**src/rtl/mem_arbiter.sv**
```systemverilog
// mem_arbiter
//   Shares the single physical memory port between the instruction-fetch
//   unit (IFU) and the load/store unit (LSU). One transaction is outstanding
//   at a time: IDLE arbitrates and latches a request, ISSUE presents it
//   downstream until accepted, and WAIT routes the response back to the
//   owner. A watchdog turns a hung memory into an error response.
//
// Parameters
//   AW  - address width
//   DW  - data width (write mask is DW/8 bits)
//   TMO - WAIT cycles without response before the watchdog fires (1..255)
//
// Ports
//   clk, reset                         - clock, async active-low reset
//   ifu_req_valid/ready, ifu_addr      - IFU read request
//   ifu_rsp_valid, ifu_rdata, ifu_rsp_err
//   lsu_req_valid/ready, lsu_addr, lsu_wen, lsu_wdata, lsu_wmask
//   lsu_rsp_valid, lsu_rdata, lsu_rsp_err  (writes are acked here too)
//   mem_req_valid/ready, mem_addr, mem_wen, mem_wdata, mem_wmask
//   mem_rsp_valid, mem_rdata           - downstream response
//   busy                               - FSM not in IDLE
//
// Configuration
//   MEM_ARB_RR_EN - when defined, conflicts are resolved round-robin using a
//                   one-bit "last granted" pointer; otherwise the LSU always
//                   wins a conflict.

module mem_arbiter #(
  parameter int AW  = 32,
  parameter int DW  = 32,
  parameter int TMO = 255
) (
  input  logic            clk,
  input  logic            reset,
  input  logic            ifu_req_valid,
  output logic            ifu_req_ready,
  input  logic [AW-1:0]   ifu_addr,
  output logic            ifu_rsp_valid,
  output logic [DW-1:0]   ifu_rdata,
  output logic            ifu_rsp_err,
  input  logic            lsu_req_valid,
  output logic            lsu_req_ready,
  input  logic [AW-1:0]   lsu_addr,
  input  logic            lsu_wen,
  input  logic [DW-1:0]   lsu_wdata,
  input  logic [DW/8-1:0] lsu_wmask,
  output logic            lsu_rsp_valid,
  output logic [DW-1:0]   lsu_rdata,
  output logic            lsu_rsp_err,
  output logic            mem_req_valid,
  input  logic            mem_req_ready,
  output logic [AW-1:0]   mem_addr,
  output logic            mem_wen,
  output logic [DW-1:0]   mem_wdata,
  output logic [DW/8-1:0] mem_wmask,
  input  logic            mem_rsp_valid,
  input  logic [DW-1:0]   mem_rdata,
  output logic            busy
);

  typedef enum logic [1:0] {IDLE, ISSUE, WAIT} state_t;

  localparam logic [7:0]    TMO_CNT  = 8'(TMO);
  localparam logic [DW-1:0] ERR_DATA = DW'(32'hDEADBEEF);

  state_t              state;
  logic [7:0]          wd_cnt;
  logic [AW-1:0]       addr_q;
  logic                wen_q;
  logic [DW-1:0]       wdata_q;
  logic [DW/8-1:0]     wmask_q;
  logic                owner_lsu;
  logic                grant_ifu;
  logic                grant_lsu;
  logic                rsp_fire;
  logic [DW-1:0]       rsp_data;

`ifdef MEM_ARB_RR_EN
  // 1 = LSU was granted last; resets to "IFU last" so LSU wins the first conflict
  logic                last_lsu;
`endif

  // Winner selection among the valid requesters
  always_comb begin
    grant_ifu = 1'b0;
    grant_lsu = 1'b0;
    if (ifu_req_valid && lsu_req_valid) begin
`ifdef MEM_ARB_RR_EN
      grant_lsu = ~last_lsu;
      grant_ifu = last_lsu;
`else
      grant_lsu = 1'b1;
`endif
    end else begin
      grant_ifu = ifu_req_valid;
      grant_lsu = lsu_req_valid;
    end
  end

  // Ready is gated by reset so nothing is accepted while reset is held
  assign ifu_req_ready = reset && (state == IDLE) && grant_ifu;
  assign lsu_req_ready = reset && (state == IDLE) && grant_lsu;

  assign mem_req_valid = (state == ISSUE);
  assign mem_addr      = addr_q;
  assign mem_wen       = wen_q;
  assign mem_wdata     = wdata_q;
  assign mem_wmask     = wmask_q;
  assign busy          = (state != IDLE);

  // A real response beats a simultaneous watchdog expiry
  assign rsp_fire = (state == WAIT) && (mem_rsp_valid || (wd_cnt == TMO_CNT));
  assign rsp_data = mem_rsp_valid ? mem_rdata : ERR_DATA;

  assign ifu_rsp_valid = rsp_fire && !owner_lsu;
  assign ifu_rdata     = ifu_rsp_valid ? rsp_data : '0;
  assign ifu_rsp_err   = ifu_rsp_valid && !mem_rsp_valid;

  assign lsu_rsp_valid = rsp_fire && owner_lsu;
  assign lsu_rdata     = lsu_rsp_valid ? rsp_data : '0;
  assign lsu_rsp_err   = lsu_rsp_valid && !mem_rsp_valid;

  // Transaction FSM, latched request fields, watchdog and arbitration pointer
  always_ff @(posedge clk or negedge reset) begin
    if (!reset) begin
      state     <= IDLE;
      wd_cnt    <= '0;
      addr_q    <= '0;
      wen_q     <= 1'b0;
      wdata_q   <= '0;
      wmask_q   <= '0;
      owner_lsu <= 1'b0;
`ifdef MEM_ARB_RR_EN
      last_lsu  <= 1'b0;
`endif
    end else begin
      unique case (state)
        IDLE: begin
          if (grant_lsu) begin
            addr_q    <= lsu_addr;
            wen_q     <= lsu_wen;
            wdata_q   <= lsu_wdata;
            wmask_q   <= lsu_wmask;
            owner_lsu <= 1'b1;
            state     <= ISSUE;
`ifdef MEM_ARB_RR_EN
            last_lsu  <= 1'b1;
`endif
          end else if (grant_ifu) begin
            addr_q    <= ifu_addr;
            wen_q     <= 1'b0;
            wdata_q   <= '0;
            wmask_q   <= '0;
            owner_lsu <= 1'b0;
            state     <= ISSUE;
`ifdef MEM_ARB_RR_EN
            last_lsu  <= 1'b0;
`endif
          end
        end
        ISSUE: begin
          if (mem_req_ready) begin
            wd_cnt <= '0;
            state  <= WAIT;
          end
        end
        WAIT: begin
          if (rsp_fire) begin
            state <= IDLE;
          end else if (wd_cnt != TMO_CNT) begin
            wd_cnt <= wd_cnt + 8'd1;
          end
        end
        default: state <= IDLE;
      endcase
    end
  end

endmodule

```
**config.mk**
```make
export PLATFORM = sky130hd
export DESIGN_NAME = mem_arbiter
export DESIGN_NICKNAME = d
export VERILOG_FILES = /design/src/rtl/mem_arbiter.sv
export SDC_FILE = /design/constraint.sdc
export NUM_CORES = 1
export LEC_CHECK = 0
export CAP_MARGIN = 15
export CORE_AREA = 4 4 110 112
export DETAILED_ROUTE_END_ITERATION = 12
export DIE_AREA = 0 0 114 116
export HOLD_SLACK_MARGIN = 0.05
export PLACE_DENSITY = 0.87
export RECOVER_POWER = 50
export SETUP_SLACK_MARGIN = 0.02
export SLEW_MARGIN = 20
export SYNTH_ARGS = -nofsm -noshare
export SYNTH_HDL_FRONTEND = slang
export SYNTH_SLANG_ARGS = --single-unit
```
**constraint.sdc**
```tcl
create_clock -name clk -period 2.3 [get_ports clk]
set_input_delay 0.46 -clock clk [delete_from_list [all_inputs] [get_ports clk]]
set_output_delay 0.46 -clock clk [all_outputs]
set_load 0.01 [all_outputs]
```
# Word-level counts from Yosys, hierarchy flattened

Cells that the tools add are included.

Word-level logic and storage cells: 59
Output and inout port bits: 141
Register bits after elaboration: 80

Reductions and logical operators: 19
Add/subtract/negate cells: 1
Multiplexer cells: 23
Eq/ne operators: 9

Operator list:

| kind                  | number |
|---|---|
| $mux W32              | 7 |
| $mux W8               | 3 |
| $pmux W8 S2           | 1 |
| $logic_and A1 B1 Y1   | 9 |
| $add A8 B1 Y8 const B | 1 |
| $eq A8 B8 Y1 const B  | 1 |
| $mux W2               | 4 |
| $mux W4               | 2 |
| $ne A8 B8 Y1 const B  | 1 |
| $pmux W2 S3           | 1 |
| $reduce_bool A2 Y1    | 3 |
| $mux W1               | 5 |
| $ne A2 B1 Y1 const B  | 2 |
| $ne A2 B2 Y1 const B  | 2 |
| $reduce_and A4 Y1     | 1 |
| $ne A3 B3 Y1 const B  | 1 |
| $reduce_and A3 Y1     | 1 |
| $eq A2 B1 Y1 const B  | 1 |
| $eq A2 B2 Y1 const B  | 1 |
| $logic_not A1 Y1      | 2 |
| $logic_not A2 Y1      | 1 |
| $reduce_and A2 Y1     | 1 |
| $logic_or A1 B1 Y1    | 1 |

# Logic depth before layout (Yosys ltp)

Depth after elaboration: 5
Mapped depth: 6
Depth with buffers taken out: 5

# Worst setup path after synthesis

No wires, ideal clock.

Path type: reg-to-output
From: reg wd_cnt[0]
To: out ifu_rdata[22]
Buffers on the path: 1
Cell stages (with the launch flop): 7
Data arrival time: 1.447 ns
Path slack: 0.393 ns
Cells stage by stage: dfrtp_1 ha_1 nand3_2 o21ai_2 nand3b_1 buf_2 nor2_1

Longest elaborated chain between the ends: 5

RTL lines:

| item                   | RTL line | source |
|---|---|---|
| start, declared        | 67       | `logic [7:0] wd_cnt;` |
| start signal, assigned | 171      | `wd_cnt <= wd_cnt + 8'd1;` |
| $eq A8 B8 Y1           | 112      | `assign rsp_fire = (state == WAIT) && (mem_rsp_valid \|\| (wd_cnt == TMO_CNT));` |
| $logic_or A1 B1 Y1     | 112      |  |
| $logic_and A1 B1 Y1    | 112      |  |
| $logic_and A1 B1 Y1    | 115      | `assign ifu_rsp_valid = rsp_fire && !owner_lsu;` |
| $mux W32               | 116      | `assign ifu_rdata = ifu_rsp_valid ? rsp_data : '0;` |
| end, declared          | 39       | `output logic [DW-1:0] ifu_rdata,` |

Every way passes these cells.

# Worst setup path after layout

From: reg wd_cnt[0]
To: out lsu_rdata[1]

Longest elaborated chain between the ends: 5

RTL lines:

| item                | RTL line | source |
|---|---|---|
| $eq A8 B8 Y1        | 112      |  |
| $logic_or A1 B1 Y1  | 112      |  |
| $logic_and A1 B1 Y1 | 112      |  |
| $logic_and A1 B1 Y1 | 119      | `assign lsu_rsp_valid = rsp_fire && owner_lsu;` |
| $mux W32            | 120      | `assign lsu_rdata = lsu_rsp_valid ? rsp_data : '0;` |
| end, declared       | 48       | `output logic [DW-1:0] lsu_rdata,` |

Every way passes these cells.

==> qor.yml <==
run_status:
  status: "complete, but fails checks"
  violations: "max-capacitance violations, max-slew violations, negative setup slack"
clock_tree:
  insertion_delay_ns: 0.32
  htreeDepth: 3
  clockBufferDepth: 2
  postCtsHoldBufs: 0
  cts.clk_slew.worst_paths_ns: 0.06
  cts_sinks: 80
  cts_tree: "done"
  clockRootBuffer: "clkbuf_16"
  cts_made_buffers: 9
placed_design:
  dp_hpwl_um: 11100
  gp_congestion: 1.03
  place_ws_ns: -0.356
  port_buffers: 279
worst_setup_path:
  r2r_start: "state[0]$_DFFE_PN0P_"
  crit_arrival_ns: 1.91
  r2r_cells: 5
  r2r_slack_ns: 0.49
  worstPathMaxFanout: 6
  crit_start: "wd_cnt[0]$_DFFE_PN0P_"
  crit_buf_inv: 4
  worstPathCellList: "ha_2 > nand3_2 > o21ai_2 > buf_4 > nand3_4 > buf_12 > buf_6 > nor2_2 > buf_2"
  cp_slowest_cell: "dfrtp_1"
  crit_path_max_incr_delay_ns: 0.35
  end_kind: "output pin"
  required_ns: 1.84
  start_kind: "register"
  crit_family: "buffers and inverters"
  r2r_end: "mem_addr[21]$_DFFE_PN0P_"
  worstSetupPathType: "register to output pin"
layout:
  postLayoutCoreUtil_pct: 66.0
  n_fill_cell: 807
  final_common_cell: "clkdlybuf4s50_1"
  regArea_um2: 2000
  multi_input_area_um2: 1880
  drive_gt1_share_pct: 25.7
  syn2layout_area_growth_pct: 94.9
  antenna_cells: 0
  nets: 832
  final_cell_mix: "clkdlybuf4s50_1, dfrtp_1, nand2_1, nor2_1, buf_2"
synthesis:
  synth_top_cell_by_area: "dfrtp_1"
  synth_area_per_cell_um2: 9.60
  synth_top_area_share_pct: 52.7
  synth_seq_cells: 80
  synth-seq-area-share_pct: 52.7
  postSynthCellCount: 396
  synth.area.top_cells: "dfrtp_1, nor2_1, a22o_1"
  syn_area_um2: 3800
  synth_warnings: 0
  synth_fp_nets: 536
  ys_types: 38
floorplanning:
  io_pins: 280
  fp.dieW_um: 114
  rows: 39
  start_util_pct: 33.9
  dieArea_um2: 13200
  dieHeight_um: 116
  coreArea_um2: 11200
sta:
  grt_setup_unrepaired: "yes"
  final_hold_viol_count: 0
  worst_slack_ns: -0.0746
  max_freq_mhz: 421
  worst_slew_pin_slew_ns: 1.53
  drv_slew: 29
  relSlewSlack_pct: -2.04
  finClkSkew_ns: 0.00709
  finalSetupViolCount: 12
  fin_crit_ns: 2.37
  period_share_pct: 103
power_and_ir_drop:
  p_per_area_nw_per_um2: 993
  peakVddDrop_v: 0.000560
  leakage_nw: 3.44
route:
  drtIter0Drc: 211
  drtAntennaViolNets: 0
  num_vias: 4163
  dr.pass1.iters: 4
  wl_um: 15100
  wl_per_cell_um: 18.0
  vias_per_cell: 4.96
  post-route-drc-count: 0
worst_hold_path:
  min_from: "mem_addr[23]$_DFFE_PN0P_"
  holdPathEnd: "mem_addr[23]$_DFFE_PN0P_"
  min_path_cells: 2
  hold_class: "register to register"
global_routing:
  first_global_vias: 4190
  grt_max_degree: 53
  grt_usage_pct: 20.9
  antenna_found_initial: 0
  met2_usage_pct: 39.4
  overflow: 0
  use_met1_pct: 22.3
  grt_pass1_wl_um: 21700
  gr-max-usage-layer: "met2"
  use_met3_pct: 6.37
job:
  drv_cap: 1
[power by group]
part | switching [W] | internal, W
sequential | 0.000365 | 0.00200
clock | 0.000519 | 0.000897
combinational | 0.00162 | 0.00196
total | 0.00250 | 0.00486
[Yosys cell counts]
master and instances:
nor3b_1 1, or3_1 1, o21ai_0 36, nand3_2 2
o21ai_2 1, nand2b_1 1, o21ai_1 1, dfrtp_1 80
a2bb2oi_1 1, and3_1 4, inv_1 7, buf_6 1
nand3b_1 1, a22oi_1 2, buf_4 1, nand4_1 1
nor2_1 91, o211ai_4 1, a22o_1 38, buf_2 20
a311o_1 2, clkbuf_1 8, a31o_1 1, or2_1 1
nor2b_1 1, a21o_1 2, o22ai_1 1, or2_2 1
a211oi_1 1, nand4_2 1, mux2i_1 32, nor3_1 3
nand3_1 2, clkinv_1 1, nand2_2 1, and2_1 1
nand2_1 45, ha_1 1
[logic make-up after synthesis]
| group | count (synthesis) | synth area share [%] |
|---|---|---|
| fa+ha+maj | 1 | 0.329 |
| buf+inv | 38 | 4.71 |
| compound gates | 87 | 16.6 |
| simple gates | 158 | 17.3 |
| mux | 32 | 8.43 |
| flops | 80 | 52.7 |
[stage by stage]
| step | power, W | hold slack, ns | TNS, ns | instance area [um2] | cells |
|---|---|---|---|---|---|
| after floorplan | 0.00376 | 0.164 | 0 | 3800 | 396 |
| after global placement | 0.00572 | 0.462 | -17.87 | 6840 | 809 |
| after detailed placement | 0.00584 | 0.471 | -19.35 | 6840 | 809 |
| after CTS | 0.00728 | 0.172 | -0.119 | 6960 | 836 |
| after global routing | 0.00781 | 0.504 | -2.66 | 7410 | 840 |
| final | 0.00736 | 0.479 | -0.284 | 7410 | 840 |
[tightest hold or removal path, stage by stage (launching register included)]
cell,delay [ns]
dfrtp_1,0.34
nand2_1,0.05
o21ai_0,0.06
[timing repair]
action                                  in CTS  in global routing
setup buffers                                9                  2
resized for setup                          290                112
endpoints found under the hold margin        0                  0
pin swaps                                   17                  5
endpoints found under the setup margin      70                 68
cloned                                       2                  4
[routing by layer]
| layer | vias up | share of wire (%) |
|---|---|---|
| li1 | 1957 | - |
| met5 | - | 0 |
| met1 | 1970 | 36 |
| met3 | 22 | 8.6 |
| met4 | 0 | 1.7 |
| met2 | 214 | 54 |
[worst max-delay path by stage]
stage                                to  slack [ns]  cells past startpoint
final                      lsu_rdata[1]       -0.07                      9
after floorplan           ifu_rdata[22]        0.39                      6
after global placement    ifu_rdata[31]       -0.29                      7
after CTS                 lsu_rdata[29]       -0.02                      9
after global routing       lsu_rdata[1]       -0.14                      9
after detailed placement   ifu_rdata[1]       -0.36                      7
[final cells by class]
cell class | count | share of cell area (%)
flip-flops and latches | 80 | 27.0
well taps | 143 | 2.41
multi-input cells | 278 | 25.4
clock inverters | 3 | 0.540
clock buffers | 13 | 3.51
repair buffers | 315 | 40.7
inverters | 8 | 0.422
[sequential cells by signal (all words and copies together) (netlist names)]
signal / flops
mem_addr: 32
owner_lsu: 1
mem_wen: 1
wd_cnt: 8
state: 2
mem_wdata: 32
mem_wmask: 4
Note: power is estimated with default switching activity, not from simulation.
